## config.mk

```make
export PLATFORM = sky130hd
export DESIGN_NAME = memory_arbiter_flat
export DESIGN_NICKNAME = d
export VERILOG_FILES = /design/src/rtl/cpu_types_pkg.sv /design/src/rtl/memory_arbiter_if.sv /design/src/rtl/arb_streak_counter.sv /design/src/rtl/memory_arbiter.sv /design/src/flat_wrapper.sv
export SDC_FILE = /design/constraint.sdc
export NUM_CORES = 1
export LEC_CHECK = 0
export CORE_AREA = 2 2 104 106
export CTS_CLUSTER_DIAMETER = 200
export DETAILED_ROUTE_END_ITERATION = 12
export DIE_AREA = 0 0 106 108
export GPL_TIMING_DRIVEN = 0
export HOLD_SLACK_MARGIN = 0.06
export RECOVER_POWER = 25
export REMOVE_ABC_BUFFERS = 1
export SKIP_CTS_REPAIR_TIMING = 1
export SYNTH_ARGS = -nofsm -noshare
export SYNTH_HDL_FRONTEND = slang
export SYNTH_SLANG_ARGS = --single-unit
```

## constraint.sdc

```tcl
create_clock -name CLK -period 6 [get_ports CLK]
set_clock_uncertainty 0.05 [all_clocks]
set_input_delay 1.8 -clock CLK [delete_from_list [all_inputs] [get_ports CLK]]
set_output_delay 1.8 -clock CLK [all_outputs]
set_load 0.03 [all_outputs]
```

## src/rtl/cpu_types_pkg.sv

```systemverilog
// Shared CPU types: RAM handshake state, arbiter FSM encoding and the 32-bit word.
package cpu_types_pkg;

    typedef logic [31:0] word_t;

    typedef enum logic [1:0] {
        FREE   = 2'd0,
        BUSY   = 2'd1,
        ACCESS = 2'd2,
        ERROR  = 2'd3
    } ramstate_t;

    typedef enum logic [1:0] {
        IDLE = 2'd0,
        IGNT = 2'd1,
        DGNT = 2'd2
    } arb_state_t;

    localparam int STREAK_W = 4;

endpackage

```

## src/rtl/memory_arbiter_if.sv

```systemverilog
// Request/response and RAM-side bundle of the memory arbiter.
interface memory_arbiter_if;
    import cpu_types_pkg::*;

    logic      iREN;
    word_t     iaddr;
    logic      dREN;
    logic      dWEN;
    word_t     daddr;
    word_t     dstore;
    logic      ihit;
    logic      dhit;
    word_t     iload;
    word_t     dload;
    logic      ramREN;
    logic      ramWEN;
    word_t     ramaddr;
    word_t     ramstore;
    word_t     ramload;
    ramstate_t ramstate;
    logic      error;

    // slave is the arbiter's view, master is the requesters plus RAM.
    modport slave (
        input  iREN, iaddr, dREN, dWEN, daddr, dstore, ramload, ramstate,
        output ihit, dhit, iload, dload, ramREN, ramWEN, ramaddr, ramstore, error
    );

    modport master (
        output iREN, iaddr, dREN, dWEN, daddr, dstore, ramload, ramstate,
        input  ihit, dhit, iload, dload, ramREN, ramWEN, ramaddr, ramstore, error
    );

endinterface

```

## src/rtl/arb_streak_counter.sv

```systemverilog
// Saturating count of data grants issued while a fetch was waiting.
module arb_streak_counter #(
    parameter int W = 4
) (
    input  logic         CLK,
    input  logic         RST,
    input  logic         inc_i,
    input  logic         clr_i,
    output logic [W-1:0] count_o
);

    logic [W-1:0] count_q;
    logic [W-1:0] count_d;

    always_comb begin
        count_d = count_q;
        if (clr_i) begin
            count_d = '0;
        end else if (inc_i && (count_q != {W{1'b1}})) begin
            count_d = count_q + W'(1);
        end
    end

    always_ff @(posedge CLK) begin
        if (RST) begin
            count_q <= '0;
        end else begin
            count_q <= count_d;
        end
    end

    assign count_o = count_q;

endmodule

```

## src/rtl/memory_arbiter.sv

```systemverilog
// Shares the single-port RAM between fetch and MEM; data wins unless the
// optional fetch fairness guard (macro ARB_FAIRNESS_EN) forces an instruction grant.
module memory_arbiter
    import cpu_types_pkg::*;
#(
    parameter int MAX_DSTREAK = 4
) (
    input logic             CLK,
    input logic             RST,
    memory_arbiter_if.slave bus
);

    arb_state_t state_q;
    arb_state_t state_d;
    logic       error_q;
    logic       error_d;
    logic       dreq;
    logic       fetch_force;

    logic       ram_ren;
    logic       ram_wen;
    logic       ihit;
    logic       dhit;
    word_t      ram_addr;
    word_t      ram_store;
    word_t      iload;
    word_t      dload;

    assign dreq = bus.dREN | bus.dWEN;

`ifdef ARB_FAIRNESS_EN
    logic [STREAK_W-1:0] streak;
    logic                streak_inc;
    logic                streak_clr;

    assign streak_inc = (state_q == IDLE) && (state_d == DGNT) && bus.iREN;
    assign streak_clr = (state_q == IDLE) && ((state_d == IGNT) || !bus.iREN);

    arb_streak_counter #(
        .W (STREAK_W)
    ) u_streak (
        .CLK     (CLK),
        .RST     (RST),
        .inc_i   (streak_inc),
        .clr_i   (streak_clr),
        .count_o (streak)
    );

    assign fetch_force = bus.iREN && (streak == STREAK_W'(MAX_DSTREAK));
`else
    logic unused_max_dstreak;

    assign unused_max_dstreak = (MAX_DSTREAK != 0);
    assign fetch_force        = 1'b0;
`endif

    always_ff @(posedge CLK) begin
        if (RST) begin
            state_q <= IDLE;
            error_q <= 1'b0;
        end else begin
            state_q <= state_d;
            error_q <= error_d;
        end
    end

    // A grant always returns to IDLE, giving one idle cycle between grants.
    always_comb begin
        state_d = state_q;
        error_d = error_q;
        case (state_q)
            IDLE: begin
                if (dreq && !fetch_force) begin
                    state_d = DGNT;
                end else if (bus.iREN) begin
                    state_d = IGNT;
                end
            end
            IGNT: begin
                if (bus.ramstate == ERROR) begin
                    error_d = 1'b1;
                end
                if (!bus.iREN || (bus.ramstate == ACCESS) || (bus.ramstate == ERROR)) begin
                    state_d = IDLE;
                end
            end
            DGNT: begin
                if (bus.ramstate == ERROR) begin
                    error_d = 1'b1;
                end
                if (!dreq || (bus.ramstate == ACCESS) || (bus.ramstate == ERROR)) begin
                    state_d = IDLE;
                end
            end
            default: state_d = IDLE;
        endcase
    end

    // Reset held high abandons any grant in the same cycle.
    always_comb begin
        ram_ren   = 1'b0;
        ram_wen   = 1'b0;
        ram_addr  = '0;
        ram_store = '0;
        ihit      = 1'b0;
        dhit      = 1'b0;
        if (!RST) begin
            case (state_q)
                IGNT: begin
                    ram_ren  = bus.iREN;
                    ram_addr = bus.iaddr;
                    ihit     = bus.iREN && (bus.ramstate == ACCESS);
                end
                DGNT: begin
                    ram_wen   = bus.dWEN;
                    ram_ren   = bus.dREN & ~bus.dWEN;
                    ram_addr  = bus.daddr;
                    ram_store = bus.dstore;
                    dhit      = dreq && (bus.ramstate == ACCESS);
                end
                default: ;
            endcase
        end
        iload = ihit ? bus.ramload : '0;
        dload = dhit ? bus.ramload : '0;
    end

    assign bus.ramREN   = ram_ren;
    assign bus.ramWEN   = ram_wen;
    assign bus.ramaddr  = ram_addr;
    assign bus.ramstore = ram_store;
    assign bus.ihit     = ihit;
    assign bus.dhit     = dhit;
    assign bus.iload    = iload;
    assign bus.dload    = dload;
    assign bus.error    = error_q;

endmodule
```

## src/flat_wrapper.sv

```systemverilog
// flat-port wrapper written by rule: the top's interface ports become plain ports
module memory_arbiter_flat import cpu_types_pkg::*;
#(
    parameter int MAX_DSTREAK = 4
)
  (CLK, RST, bus_iREN, bus_iaddr, bus_dREN, bus_dWEN, bus_daddr, bus_dstore, bus_ramload, bus_ramstate, bus_ihit, bus_dhit, bus_iload, bus_dload, bus_ramREN, bus_ramWEN, bus_ramaddr, bus_ramstore, bus_error);
  memory_arbiter_if bus_i ();
  input logic CLK;
  input logic RST;
  input wire logic [$bits(bus_i.iREN)-1:0] bus_iREN;
  input wire logic [$bits(bus_i.iaddr)-1:0] bus_iaddr;
  input wire logic [$bits(bus_i.dREN)-1:0] bus_dREN;
  input wire logic [$bits(bus_i.dWEN)-1:0] bus_dWEN;
  input wire logic [$bits(bus_i.daddr)-1:0] bus_daddr;
  input wire logic [$bits(bus_i.dstore)-1:0] bus_dstore;
  input wire logic [$bits(bus_i.ramload)-1:0] bus_ramload;
  input wire logic [$bits(bus_i.ramstate)-1:0] bus_ramstate;
  output wire logic [$bits(bus_i.ihit)-1:0] bus_ihit;
  output wire logic [$bits(bus_i.dhit)-1:0] bus_dhit;
  output wire logic [$bits(bus_i.iload)-1:0] bus_iload;
  output wire logic [$bits(bus_i.dload)-1:0] bus_dload;
  output wire logic [$bits(bus_i.ramREN)-1:0] bus_ramREN;
  output wire logic [$bits(bus_i.ramWEN)-1:0] bus_ramWEN;
  output wire logic [$bits(bus_i.ramaddr)-1:0] bus_ramaddr;
  output wire logic [$bits(bus_i.ramstore)-1:0] bus_ramstore;
  output wire logic [$bits(bus_i.error)-1:0] bus_error;
  assign bus_i.iREN = bus_iREN;
  assign bus_i.iaddr = bus_iaddr;
  assign bus_i.dREN = bus_dREN;
  assign bus_i.dWEN = bus_dWEN;
  assign bus_i.daddr = bus_daddr;
  assign bus_i.dstore = bus_dstore;
  assign bus_i.ramload = bus_ramload;
  assign bus_i.ramstate = bus_ramstate;
  assign bus_ihit = bus_i.ihit;
  assign bus_dhit = bus_i.dhit;
  assign bus_iload = bus_i.iload;
  assign bus_dload = bus_i.dload;
  assign bus_ramREN = bus_i.ramREN;
  assign bus_ramWEN = bus_i.ramWEN;
  assign bus_ramaddr = bus_i.ramaddr;
  assign bus_ramstore = bus_i.ramstore;
  assign bus_error = bus_i.error;
  memory_arbiter #(.MAX_DSTREAK(MAX_DSTREAK)) u_core (.CLK(CLK), .RST(RST), .bus(bus_i));
endmodule
```

==> impl_metrics.env <==
export IMPL_outcome="complete, no violations"
export IMPL_dieArea_mm2=0.01145
export IMPL_yosys_most_used_dff="dfxtp_1"
export IMPL_pre_cts_slack_ns=-0.6830
export IMPL_hold_viol=0
export IMPL_clock_fmax_mhz=170.6
export IMPL_worst_r2r_endpoint="u_core.state_q[0]"
export IMPL_synth_edff_count=0
export IMPL_powerDensity_mw_per_mm2=87.91
export IMPL_viasPerCell=4.102
export IMPL_synthArstFlopShare=0
export IMPL_regArea_um2=60.06
export IMPL_synth_area_leaders="and2_1, a22oi_1, nor2_1"
export IMPL_synth_seq_area_share=0.04511
export IMPL_grt_pass1_vias=2434
export IMPL_post_synth_top_count_cell="and2_1"
export IMPL_worstHoldStart="u_core.bus.error"
export IMPL_insertion_delay_ns=0.21
export IMPL_port_buffers=267
export IMPL_initial_core_util=0.1301
export IMPL_path_clk_slew_ns=0.03
export IMPL_routabilityCongestion=0.8082
export IMPL_first_pass_iters=4
export IMPL_wl_per_cell_um=14.49
export IMPL_worstPathArrival_ns=4.01
export IMPL_syn_avg_cell_area_um2=6.309
export IMPL_p_leak_nw=1.601
export IMPL_grt_total_usage=0.1283
export IMPL_nNetsFinal=608
export IMPL_report_final_slew_viol_count=0
export IMPL_fin_tns_setup_ns=0
export IMPL_rsz0062_at_grt="no"
export IMPL_cts_inserted_buffers=3
export IMPL_fill_cells=1013
export IMPL_rrSetupSlack_ns=3.57
export IMPL_ys_warn_count=0
export IMPL_place_hpwl_mm=6.795
export IMPL_hold_path_class="register to register"
export IMPL_grt_max_degree=36
export IMPL_rr_startpoint="u_core.state_q[0]"
export IMPL_min_to="u_core.bus.error"
export IMPL_syn_inst=211
export IMPL_clock_root_buffer="clkbuf_8"
export IMPL_antenna_found_initial=0
export IMPL_worst_r2r_path_depth=5
export IMPL_setup_ws_ns=0.1392
export IMPL_antennaDiodeCount=0
export IMPL_synth_cell_types=26
export IMPL_setup_violations=0
export IMPL_synth_top_area_share=0.4558
export IMPL_io_pin_count=268
export IMPL_die_h_um=108
export IMPL_clockBufferDepth=2
export IMPL_cts_sinks=3
export IMPL_final_area_mm2=0.004220
export IMPL_required_ns=4.15
export IMPL_yosysTopAreaCell="and2_1"
export IMPL_worstSetupPathType="primary input to output port"
export IMPL_dpl_cell_area_mm2=0.004103
export IMPL_relSlewSlack=0.1024
export IMPL_synth_seq_cells=3
export IMPL_coreArea_mm2=0.01023
export IMPL_multi_input_area_mm2=0.001187
export IMPL_synthTopCellsByCount="and2_1, nor2_1, a22oi_1"
export IMPL_grt_pass1_wl_mm=12.10
export IMPL_final_antenna_net_count=0
export IMPL_htreeDepth=1
export IMPL_cts_tree="yes"
export IMPL_tightest_slew_ns=1.346
export IMPL_period_minus_slack_ns=5.861
export IMPL_critPathCaptureType="output port"
export IMPL_max_cap_violations=0
export IMPL_die_w_um=106
export IMPL_drive_gt1_frac=0.02985
export IMPL_rows=37
export IMPL_routed_wl_mm=8.766
export IMPL_via_count=2482
export IMPL_min_path_cells=2
export IMPL_fin_crit_sh=0.9768
export IMPL_ir_worst_vdd_uv=92.54
export IMPL_syn_area_mm2=0.001331
export IMPL_grt_overflow=0
export IMPL_drtIter0Drc=98
export IMPL_drcViolationCount=0
export IMPL_area_delta_synth_final_pct=217.0
export IMPL_crit_path_start_kind="primary input"
export IMPL_whs_ns=0.4426
export IMPL_critPathMaxFanout=33
## layout by cell type, fill, tap and decap left out, drive strengths merged
cell type      instances
nand2b                 1
o21ai                  1
nor3b                  2
a22oi                 32
a21oi                  1
dfxtp                  3
clkbuf                 4
a221oi                 1
and2                  97
nand3b                 2
a31oi                  1
nor2                  34
nor3                   2
o221ai                 1
a21o                   1
a32o                   1
nand2                  3
ha                     3
nor2b                  2
dlygate4sd3           31
o211ai                 1
clkdlybuf4s50        236
inv                    4
buf                    5
## cell families (layout without fill, tap and decap cells)
logic type,count (synthesis),after routing,share of synthesized area
fa+ha+maj,3,3,0.02820
compound gates,40,40,0.2246
flops,3,3,0.04511
buf+inv,24,280,0.09022
simple gates,141,143,0.6118
## critical path: stages
cell and delay, ns:
clkdlybuf4s50_1 0.57, nand2b_1 0.26, nor3_4 0.30, buf_16 0.20, and2_1 0.19, clkdlybuf4s50_1 0.68
## where the power goes
group | total [W] | leakage, nW | switching (W) | internal [W]
Combinational | 0.000289 | 1.55 | 0.000136 | 0.000152
Clock | 0.0000586 | 0.0228 | 0.0000133 | 0.0000453
Sequential | 0.0000238 | 0.0246 | 0.00000149 | 0.0000223
## sequential cells by signal, indices dropped and copies added (netlist names)
signal / cells
u_core.bus.error: 1
u_core.state_q: 2
## how the worst max path moves through the flow
stage	start	slack, ns	to	cells past startpoint
floorplan	bus_ramstate[0]	0.73	bus_iload[0]	3
finish	bus_ramstate[1]	0.14	bus_iload[8]	6
global placement	bus_ramstate[1]	-0.64	bus_iload[8]	5
detailed placement	RST	-0.68	bus_dload[27]	5
CTS	RST	-0.69	bus_dload[19]	5
global route	RST	0.05	bus_ramREN	5
## cell type report
type,instances,area share
Sequential cell,3,0.01423
Multi-Input combinational cell,186,0.2814
Clock buffer,4,0.01067
Timing Repair Buffer,272,0.6499
Tap cell,136,0.04032
Inverter,4,0.003558
## per-stage QoR
stage	util	total power [W]	instances
floorplan	-	0.0001495	191
CTS	0.4054	0.0003724	599
detailed placement	0.4010	0.0003100	595
finish	0.4125	0.0003710	605
global route	0.4125	0.0003952	605
global placement	0.3977	0.0003073	594
## per-layer routing
layer	up-vias	wire length, um	track usage
li1	1221	-	-
met1	1138	3408	0.1394
met2	117	4691	0.2548
met3	6	587	0.02471
met4	0	78	0.03008
met5	-	0	0
Power figures use the tool's default switching activity.
